--- config.mk ---
export PLATFORM = sky130hd
export DESIGN_NAME = stoch_node_n_flat
export DESIGN_NICKNAME = d
export VERILOG_FILES = /design/src/rtl/stoch_pkg.sv /design/src/rtl/stoch_node_n_if.sv /design/src/rtl/stoch_b2p_mult.sv /design/src/rtl/stoch_node_n.sv /design/src/flat_wrapper.sv
export SDC_FILE = /design/constraint.sdc
export NUM_CORES = 1
export LEC_CHECK = 0
export BUFFER_PORTS_ARGS = -buffer_cell sky130_fd_sc_hd__buf_2
export CAP_MARGIN = 20
export CORE_MARGIN = 4
export CORE_UTILIZATION = 45
export DETAILED_ROUTE_END_ITERATION = 8
export GPL_TIMING_DRIVEN = 0
export PLACE_DENSITY = 0.66
export SETUP_SLACK_MARGIN = 0.3
export SLEW_MARGIN = 10
export SYNTH_ARGS = -nofsm -noshare
export SYNTH_HDL_FRONTEND = slang
export SYNTH_SLANG_ARGS = --single-unit
--- constraint.sdc ---
create_clock -name clk -period 3.3 [get_ports clk]
set_clock_uncertainty 0.1 [all_clocks]
set_input_delay 0.33 -clock clk [delete_from_list [all_inputs] [get_ports clk]]
set_output_delay 0.33 -clock clk [all_outputs]
set_load 0.02 [all_outputs]
--- src/rtl/stoch_pkg.sv ---
// rtl/stoch_pkg.sv - shared types, constants and helpers for the stochastic node
// Purpose: log2 helper, FSM state encoding and MUX-select mode constants.
// Ports: none (package).
package stoch_pkg;

    // Constant-evaluable ceil(log2(value)); only used for parameter elaboration.
    function automatic int clog2(input int value);
        int r;
        r = 0;
        for (int i = 0; i < 31; i++) begin
            if ((1 << i) < value) begin
                r = i + 1;
            end
        end
        return r;
    endfunction

    typedef enum logic [1:0] {
        ST_IDLE  = 2'd0,
        ST_RUN   = 2'd1,
        ST_SCALE = 2'd2,
        ST_HOLD  = 2'd3
    } state_t;

    localparam int SEL_RR  = 0;
    localparam int SEL_RND = 1;

endpackage

--- src/rtl/stoch_node_n_if.sv ---
// rtl/stoch_node_n_if.sv - job/bitstream/result bundle of the stochastic node
// Purpose: groups the start/busy, operand, per-cycle random and result
//          valid/ready signals of stoch_node_n.
// Modports:
//   master - job source and result consumer (drives start, operands, randoms, out_ready)
//   slave  - the node (drives busy, out_valid, x_out)
// rand_val carries the per-cycle LFSR value ("rand" is a reserved word).
interface stoch_node_n_if
    import stoch_pkg::*;
#(
    parameter int WIDTH = 16,
    parameter int N_IN  = 4,
    parameter int LEN_W = 16
);
    localparam int SEL_W = clog2(N_IN);

    logic                    start;
    logic [LEN_W-1:0]        win_len;
    logic [N_IN*WIDTH-1:0]   x_bin;
    logic [N_IN-1:0]         w_bits;
    logic [WIDTH-1:0]        rand_val;
    logic [SEL_W-1:0]        sel_rnd;
    logic                    busy;
    logic                    out_valid;
    logic                    out_ready;
    logic [WIDTH-1:0]        x_out;

    modport master (
        output start, win_len, x_bin, w_bits, rand_val, sel_rnd, out_ready,
        input  busy, out_valid, x_out
    );

    modport slave (
        input  start, win_len, x_bin, w_bits, rand_val, sel_rnd, out_ready,
        output busy, out_valid, x_out
    );

endinterface

--- src/rtl/stoch_b2p_mult.sv ---
// rtl/stoch_b2p_mult.sv - one channel of binary-to-pulse conversion and stochastic multiply
// Purpose: s = (x > rand) unsigned, p = XNOR(w, s) (bipolar stochastic product bit).
// Ports:
//   i_x    in  WIDTH  latched binary operand
//   i_rand in  WIDTH  per-cycle LFSR value
//   i_w    in  1      per-cycle weight bit
//   o_p    out 1      product bit
module stoch_b2p_mult #(
    parameter int WIDTH = 16
) (
    input  logic [WIDTH-1:0] i_x,
    input  logic [WIDTH-1:0] i_rand,
    input  logic             i_w,
    output logic             o_p
);
    logic w_s;

    assign w_s = (i_x > i_rand);
    assign o_p = ~(i_w ^ w_s);

endmodule

--- src/rtl/stoch_node_n.sv ---
// rtl/stoch_node_n.sv - N-input stochastic reservoir neuron with windowed counting and clip
// Purpose: over win_len cycles, MUX-selects one of N_IN stochastic product bits per
//          cycle, counts ones, rescales by N_IN and clips to ACT_MAX.
// Ports:
//   clk   in  system clock, rising edge
//   rst_n in  asynchronous active-low reset
//   bus   stoch_node_n_if.slave (start/win_len/x_bin/w_bits/rand_val/sel_rnd in,
//         busy/out_valid/x_out out, out_ready in); interface parameters must match.
module stoch_node_n
    import stoch_pkg::*;
#(
    parameter int               WIDTH    = 16,
    parameter int               N_IN     = 4,
    parameter int               LEN_W    = 16,
    parameter int               SEL_MODE = SEL_RR,
    parameter logic [WIDTH-1:0] ACT_MAX  = '1
) (
    input  logic          clk,
    input  logic          rst_n,
    stoch_node_n_if.slave bus
);
    localparam int SEL_W    = clog2(N_IN);
    localparam int SCALED_W = LEN_W + SEL_W;
    localparam logic [SCALED_W-1:0] ACT_MAX_EXT = SCALED_W'(ACT_MAX);

    state_t                r_state;
    logic                  r_busy;
    logic                  r_out_valid;
    logic [WIDTH-1:0]      r_x_out;
    logic [N_IN*WIDTH-1:0] r_x_lat;
    logic [LEN_W-1:0]      r_win_lat;
    logic [LEN_W-1:0]      r_cyc_cnt;
    logic [LEN_W-1:0]      r_ones_cnt;

    logic [N_IN-1:0]       w_p;
    logic [SEL_W-1:0]      w_sel;
    logic                  w_p_sel;
    logic                  w_last;
    logic [SCALED_W-1:0]   w_scaled;
    logic [WIDTH-1:0]      w_x_clip;

    for (genvar j = 0; j < N_IN; j++) begin : g_mult
        stoch_b2p_mult #(.WIDTH(WIDTH)) u_mult (
            .i_x    (r_x_lat[j*WIDTH +: WIDTH]),
            .i_rand (bus.rand_val),
            .i_w    (bus.w_bits[j]),
            .o_p    (w_p[j])
        );
    end

    // Round-robin uses the low bits of the cycle counter, giving each channel
    // an equal share of the window when win_len is a multiple of N_IN.
    assign w_sel   = (SEL_MODE == SEL_RR) ? r_cyc_cnt[SEL_W-1:0] : bus.sel_rnd;
    assign w_p_sel = w_p[w_sel];
    assign w_last  = (r_cyc_cnt == r_win_lat - LEN_W'(1));

    // The MUX samples one of N_IN terms per cycle, so the count is scaled back up.
    assign w_scaled = {r_ones_cnt, {SEL_W{1'b0}}};
    assign w_x_clip = (w_scaled > ACT_MAX_EXT) ? ACT_MAX : w_scaled[WIDTH-1:0];

    always_ff @(posedge clk or negedge rst_n) begin
        if (!rst_n) begin
            r_state     <= ST_IDLE;
            r_busy      <= 1'b0;
            r_out_valid <= 1'b0;
            r_x_out     <= '0;
            r_x_lat     <= '0;
            r_win_lat   <= '0;
            r_cyc_cnt   <= '0;
            r_ones_cnt  <= '0;
        end else begin
            case (r_state)
                ST_IDLE: begin
                    if (bus.start) begin
                        r_x_lat    <= bus.x_bin;
                        r_win_lat  <= bus.win_len;
                        r_cyc_cnt  <= '0;
                        r_ones_cnt <= '0;
                        r_busy     <= 1'b1;
                        r_state    <= (bus.win_len == '0) ? ST_SCALE : ST_RUN;
                    end
                end
                ST_RUN: begin
                    if (w_p_sel) begin
                        r_ones_cnt <= r_ones_cnt + LEN_W'(1);
                    end
                    r_cyc_cnt <= r_cyc_cnt + LEN_W'(1);
                    if (w_last) begin
                        r_state <= ST_SCALE;
                    end
                end
                ST_SCALE: begin
                    r_x_out     <= w_x_clip;
                    r_out_valid <= 1'b1;
                    r_state     <= ST_HOLD;
                end
                ST_HOLD: begin
                    if (bus.out_ready) begin
                        r_out_valid <= 1'b0;
                        r_busy      <= 1'b0;
                        r_state     <= ST_IDLE;
                    end
                end
                default: begin
                    r_state <= ST_IDLE;
                    r_busy  <= 1'b0;
                end
            endcase
        end
    end

    assign bus.busy      = r_busy;
    assign bus.out_valid = r_out_valid;
    assign bus.x_out     = r_x_out;

endmodule

--- src/flat_wrapper.sv ---
// flat-port wrapper written by rule: the top's interface ports become plain ports
module stoch_node_n_flat import stoch_pkg::*;
#(
    parameter int               WIDTH    = 16,
    parameter int               N_IN     = 4,
    parameter int               LEN_W    = 16,
    parameter int               SEL_MODE = SEL_RR,
    parameter logic [WIDTH-1:0] ACT_MAX  = '1
)
  (clk, rst_n, bus_start, bus_win_len, bus_x_bin, bus_w_bits, bus_rand_val, bus_sel_rnd, bus_out_ready, bus_busy, bus_out_valid, bus_x_out);
  stoch_node_n_if #(.WIDTH(WIDTH), .N_IN(N_IN), .LEN_W(LEN_W)) bus_i ();
  input  logic clk;
  input  logic rst_n;
  input wire logic [$bits(bus_i.start)-1:0] bus_start;
  input wire logic [$bits(bus_i.win_len)-1:0] bus_win_len;
  input wire logic [$bits(bus_i.x_bin)-1:0] bus_x_bin;
  input wire logic [$bits(bus_i.w_bits)-1:0] bus_w_bits;
  input wire logic [$bits(bus_i.rand_val)-1:0] bus_rand_val;
  input wire logic [$bits(bus_i.sel_rnd)-1:0] bus_sel_rnd;
  input wire logic [$bits(bus_i.out_ready)-1:0] bus_out_ready;
  output wire logic [$bits(bus_i.busy)-1:0] bus_busy;
  output wire logic [$bits(bus_i.out_valid)-1:0] bus_out_valid;
  output wire logic [$bits(bus_i.x_out)-1:0] bus_x_out;
  assign bus_i.start = bus_start;
  assign bus_i.win_len = bus_win_len;
  assign bus_i.x_bin = bus_x_bin;
  assign bus_i.w_bits = bus_w_bits;
  assign bus_i.rand_val = bus_rand_val;
  assign bus_i.sel_rnd = bus_sel_rnd;
  assign bus_i.out_ready = bus_out_ready;
  assign bus_busy = bus_i.busy;
  assign bus_out_valid = bus_i.out_valid;
  assign bus_x_out = bus_i.x_out;
  stoch_node_n #(.WIDTH(WIDTH), .N_IN(N_IN), .LEN_W(LEN_W), .SEL_MODE(SEL_MODE), .ACT_MAX(ACT_MAX)) u_core (.clk(clk), .rst_n(rst_n), .bus(bus_i));
endmodule
# After elaboration in Yosys (flattened, before gate mapping)
# Index checks and enable logic that the tools add are counted.
# op_classes
mux	16
bitwise	8
addsub	3
n_eq_ne	8
n_reduce_logical	11
magnitude_cmp	6
n_shift	0
n_div	0
n_mul	0
# ops
cell	n
> comparator 16 bit	4
one-hot mux 16 bit (2 select lines)	2
2-to-1 mux 16 bit	3
adder 16 x 1 -> 16 bit, second input constant	2
> comparator 18 x 16 -> 1 bit, second input constant	1
equality test 16 bit	1
logical NOT 16 bit	1
subtractor 16 x 1 -> 16 bit, second input constant	1
AND reduction 3 bit	3
2-to-1 mux 2 bit	4
one-hot mux 2 bit (4 select lines)	1
AND reduction 2 bit	3
nonzero test 2 bit	3
equality test 2 bit, second input constant	2
inequality test 2 x 1 -> 1 bit, second input constant	2
inequality test 2 bit, second input constant	2
NOT 1 bit	4
one-hot mux 1 bit (2 select lines)	2
bitwise XOR 1 bit	4
less-than comparator 2 x 3 -> 1 bit, second input constant	1
2-to-1 mux 1 bit	3
binary-select mux 1 bit (select 2 bit)	1
equality test 2 x 1 -> 1 bit, second input constant	1
logical NOT 2 bit	1
# word_totals
output_inout_bits	18
latchBits	0
register_bits	132
mem_count	0
mem_bits_ro	0
elab_cells	60
ramBits	0
input_bits	106

# Longest topological paths before layout
# depth
depth_word	7
ltp_mapped	12
mapped_depth_nobuf	11

# Cells and area by module
# Synthesis repeated with hierarchy kept, for this count alone.
# unflattened
hier_cells	723
hier_area_um2	7613.6
# by_module_without_submodules
mod	instances	area_per_inst_um2	seq_area_each_um2	cells_each
stoch_node_n	1	5916.9	3278.1	487
stoch_b2p_mult	4	424.2	0.0	59

# Worst setup path after synthesis
# No wires, ideal clock.
# synth_timing
kind	input -> register
from	input port bus_rand_val[10]
to	register u_core.r_ones_cnt[0]
setup_ns	0.125
path_stages	10
setup_slack_ns	0.523
path_buffers	0
required_ns	3.075
t_arrival_ns	2.553
path_cell_list	inv_1 ha_1 nand4_1 or4_1 or3_1 and3_1 nor3_2 o21ai_2 or2_1 mux2_2
# synth_via
elab_chain_cells	7
elab_cells_between_ends	16
cone_classes	4 x order compare; 1 x eq/ne; 2 x mux; 8 x bitwise; 1 x reduce/logical
# synth_lines
element	line_no	source
start: declaration	flat_wrapper.sv:18	input wire logic [$bits(bus_i.rand_val)-1:0] bus_rand_val;
> comparator 16 bit	stoch_b2p_mult.sv:18	assign w_s = (i_x > i_rand);
bitwise XOR 1 bit	stoch_b2p_mult.sv:19	assign o_p = ~(i_w ^ w_s);
NOT 1 bit	stoch_b2p_mult.sv:19	
binary-select mux 1 bit (select 2 bit) *	stoch_node_n.sv:54	assign w_p_sel = w_p[w_sel];
2-to-1 mux 1 bit (implied by the code) *	stoch_node_n.sv:54	
inequality test 2 x 1 -> 1 bit (no line) *	-	
AND reduction 3 bit (no line) *	-	
end signal: assignment	stoch_node_n.sv:85	r_ones_cnt <= r_ones_cnt + LEN_W'(1);
end: declaration	stoch_node_n.sv:33	logic [LEN_W-1:0] r_ones_cnt;
# Mark *: on every way between the ends. The rest lies on a longest branch, timed or not. The select of a mux whose other input is x is not followed.
# A chain may end at the register's enable or synchronous reset.

# Final worst setup path
# layout_timing
from	register u_core.r_x_lat[26]
to	register u_core.r_ones_cnt[9]
# layout_via
elab_chain_cells	7
# layout_lines
element	line_no	source
start: declaration	stoch_node_n.sv:30	logic [N_IN*WIDTH-1:0] r_x_lat;
start signal: assignment	stoch_node_n.sv:75	r_x_lat <= bus.x_bin;
> comparator 16 bit	stoch_b2p_mult.sv:18	
bitwise XOR 1 bit	stoch_b2p_mult.sv:19	
NOT 1 bit	stoch_b2p_mult.sv:19	
binary-select mux 1 bit (select 2 bit)	stoch_node_n.sv:54	
2-to-1 mux 1 bit (implied by the code)	stoch_node_n.sv:54	
inequality test 2 x 1 -> 1 bit (no line)	-	
AND reduction 3 bit (no line)	-	
# No other way between the ends. The select of a mux whose other input is x is not followed.

==> results.cfg <==
[logic_synthesis]
synth.cell_area_um2 = 7530
ys_ff_latch = 131
synth_warnings = 0
synthFlopType = dfrtp_1
async_reset_ff_share_pct = 100
synth_fp_nets = 878
synth.distinct_cells = 58
synth_area_per_cell_um2 = 10.7
synth_cells = 701
seq_area_frac_synth_pct = 43.5
synth_edf_count = 0

[cells_and_area]
stdcell_count = 1083
final_util_pct = 56.2
final_area_um2 = 9250
nNetsFinal = 1028
final_common_cell = dfrtp_1
drive_gt1_share_pct = 31.5
final_cell_mix = dfrtp_1 (131), buf_2 (121), mux2_2 (81), ha_1 (68), nand2_1 (51)
syn_to_final_growth_pct = 22.8
antenna_cells = 0

[drt]
first_iter_violations = 302
routed_wl_um = 18400
drc = 0
first_pass_iters = 6
routedWlPerCell_um = 17.0
viasPerCell = 5.37
ant_nets = 0
vias = 5821

[placement]
hpwlAfterDp_um = 13900
dpl_worst_slack_ps = -5.68
place_inst = 1043
dpl_cell_area_um2 = 8450
io_buffers = 121
gp_congestion = 0.797

[timing]
final.setup.worst_slack_ps = 297
slew-limit-headroom_pct = 51.6
fin_crit_ps = 3000
max_freq_mhz = 333
slew_violations = 0
final_hold_viol_count = 0
report.final.setup_viol = 0
tightest_slew_ps = 726
setup_tns_ps = 0
whs_ps = 34.6
fin_crit_sh_pct = 91.0
rsz0062_at_grt = yes

[grt]
overflow = 0
grt_pass1_wl_um = 29800
grt_pass1_vias = 5825
antenna_found_initial = 1
grt_max_degree = 76
grt_usage_pct = 20.6

[power_and_ir_drop]
report.power.total_mw = 8.00
p_leak_nw = 4.30
powerDensity_nw_per_um2 = 865
ir_worst_vdd_v = 0.000427

[setup_path]
worstSetupEndpointType = register
crit_path_start_kind = register
crit_arrival_ps = 3260
path_class = reg2reg
cp.required_ps = 3560
cp_max_fo = 8

[floorplanning]
io_pins = 124
rows = 47
die_area_um2 = 18900
start_util_pct = 45.8
die_w_um = 137
core-area_um2 = 16500
die_h_um = 137

[hold_path]
min_path_type = in2reg

[cts]
cts_root_buf = clkbuf_16
htree_num_levels = 4
tritoncts = built
cts.sinks = 131
clkTransAtPathRegs_ps = 60
cts_buffers = 17
clock_path_buffers = 2
clkLatencyLatePin_ps = 420

[flow_run]
drv_cap = 0

[outcome]
status = complete, no violations
-- routing by layer --
metal  part of all wire, %  global-route usage, %
met4                   1.3                   6.04
met1                    46                   27.6
met3                   5.1                   4.86
met5                  0.11                      0
met2                    47                   33.2
-- cells by family (layout without fill, tap and decap cells) --
group	count (synthesis)	in the layout	share of synthesized area [%]
xor+xnor	34	34	3.95
compound gates	121	121	10.4
buf+inv	66	228	3.44
fa+ha+maj	71	71	11.8
mux	97	97	14.2
flops	131	131	43.5
simple gates	181	181	12.6
-- worst max-delay path, stage by stage (launching register included) --
cell and delay (ps):
dfrtp_1 410, ha_4 290, nand4_1 120, or4_4 520, or3_4 370, and3_4 190, nor3_4 140, o21ai_4 140
nor3b_4 350, buf_6 180, a31o_1 140
-- worst paths after layout --
kind | startpoint | end | slack [ps] | cells after the start
worst max-delay path | u_core.r_x_lat[26] | u_core.r_ones_cnt[9] | 300 | 10
worst min-delay path | bus_x_bin[20] | u_core.r_x_lat[20] | 30 | 2
worst max register to register | u_core.r_x_lat[26] | u_core.r_ones_cnt[9] | 300 | 10
worst min register to register | u_core.bus.x_out[9] | u_core.bus.x_out[9] | 390 | 2
max in group asynchronous | rst_n | u_core.bus.x_out[12] | 1990 | 3
min in group asynchronous | rst_n | u_core.r_x_lat[51] | 350 | 2
-- Yosys cell counts (all sizes together) (3+ instances only) --
library cell,count,share of area (%)
mux2i,16,2.1
o2bb2ai,8,0.93
a21oi,42,2.8
nor2b,7,0.58
and3,4,0.33
o31a,6,0.70
or4,3,0.30
xnor2,23,2.7
a221oi,3,0.35
clkbuf,16,0.80
mux2,81,12
and4,3,0.35
nor3,5,0.40
nand3,19,1.3
nand2,51,2.5
a211oi,10,1.1
buf,4,0.35
or3,13,1.1
nor2,34,1.7
a31o,6,0.70
inv,46,2.3
dfrtp,131,44
ha,71,12
o211ai,6,0.60
o21ai,26,1.8
nor4,12,1.2
nand4,17,1.4
xor2,11,1.3
-- layout make-up --
cell class / instances / area, um2
clock buffer: 18 / 439
buffer: 20 / 91.3
clock inverter: 13 / 136
inverter: 46 / 173
fill: 1489 / 7220
timing repair buffer: 131 / 717
tap: 220 / 275
sequential: 131 / 3280
multi-input combinational: 504 / 4140
-- registers in the layout (all words and copies together) (netlist names) --
| register | cells |
|---|---|
| u_core.bus.x_out | 15 |
| u_core.r_x_lat | 64 |
| u_core.r_state | 2 |
| u_core.bus.out_valid | 1 |
| u_core.r_win_lat | 16 |
| u_core.r_ones_cnt | 16 |
| u_core.r_cyc_cnt | 16 |
| u_core.bus.busy | 1 |
-- what timing repair did --
item,CTS,global route
gates resized for setup,14,14
endpoints found under the hold margin,56,0
pin swaps,5,4
hold buffers,1,0
cloned,1,0
setup buffers,6,1
setup endpoints to repair,15,18
-- power by group --
group	leakage [nW]	switching, mW	total, mW	internal [mW]
logic	2.39	1.74	3.39	1.65
registers	1.63	0.506	2.76	2.26
clock network	0.274	0.726	1.85	1.12
total	4.30	2.97	8.00	5.03
Note: power is estimated with default switching activity, not from simulation.
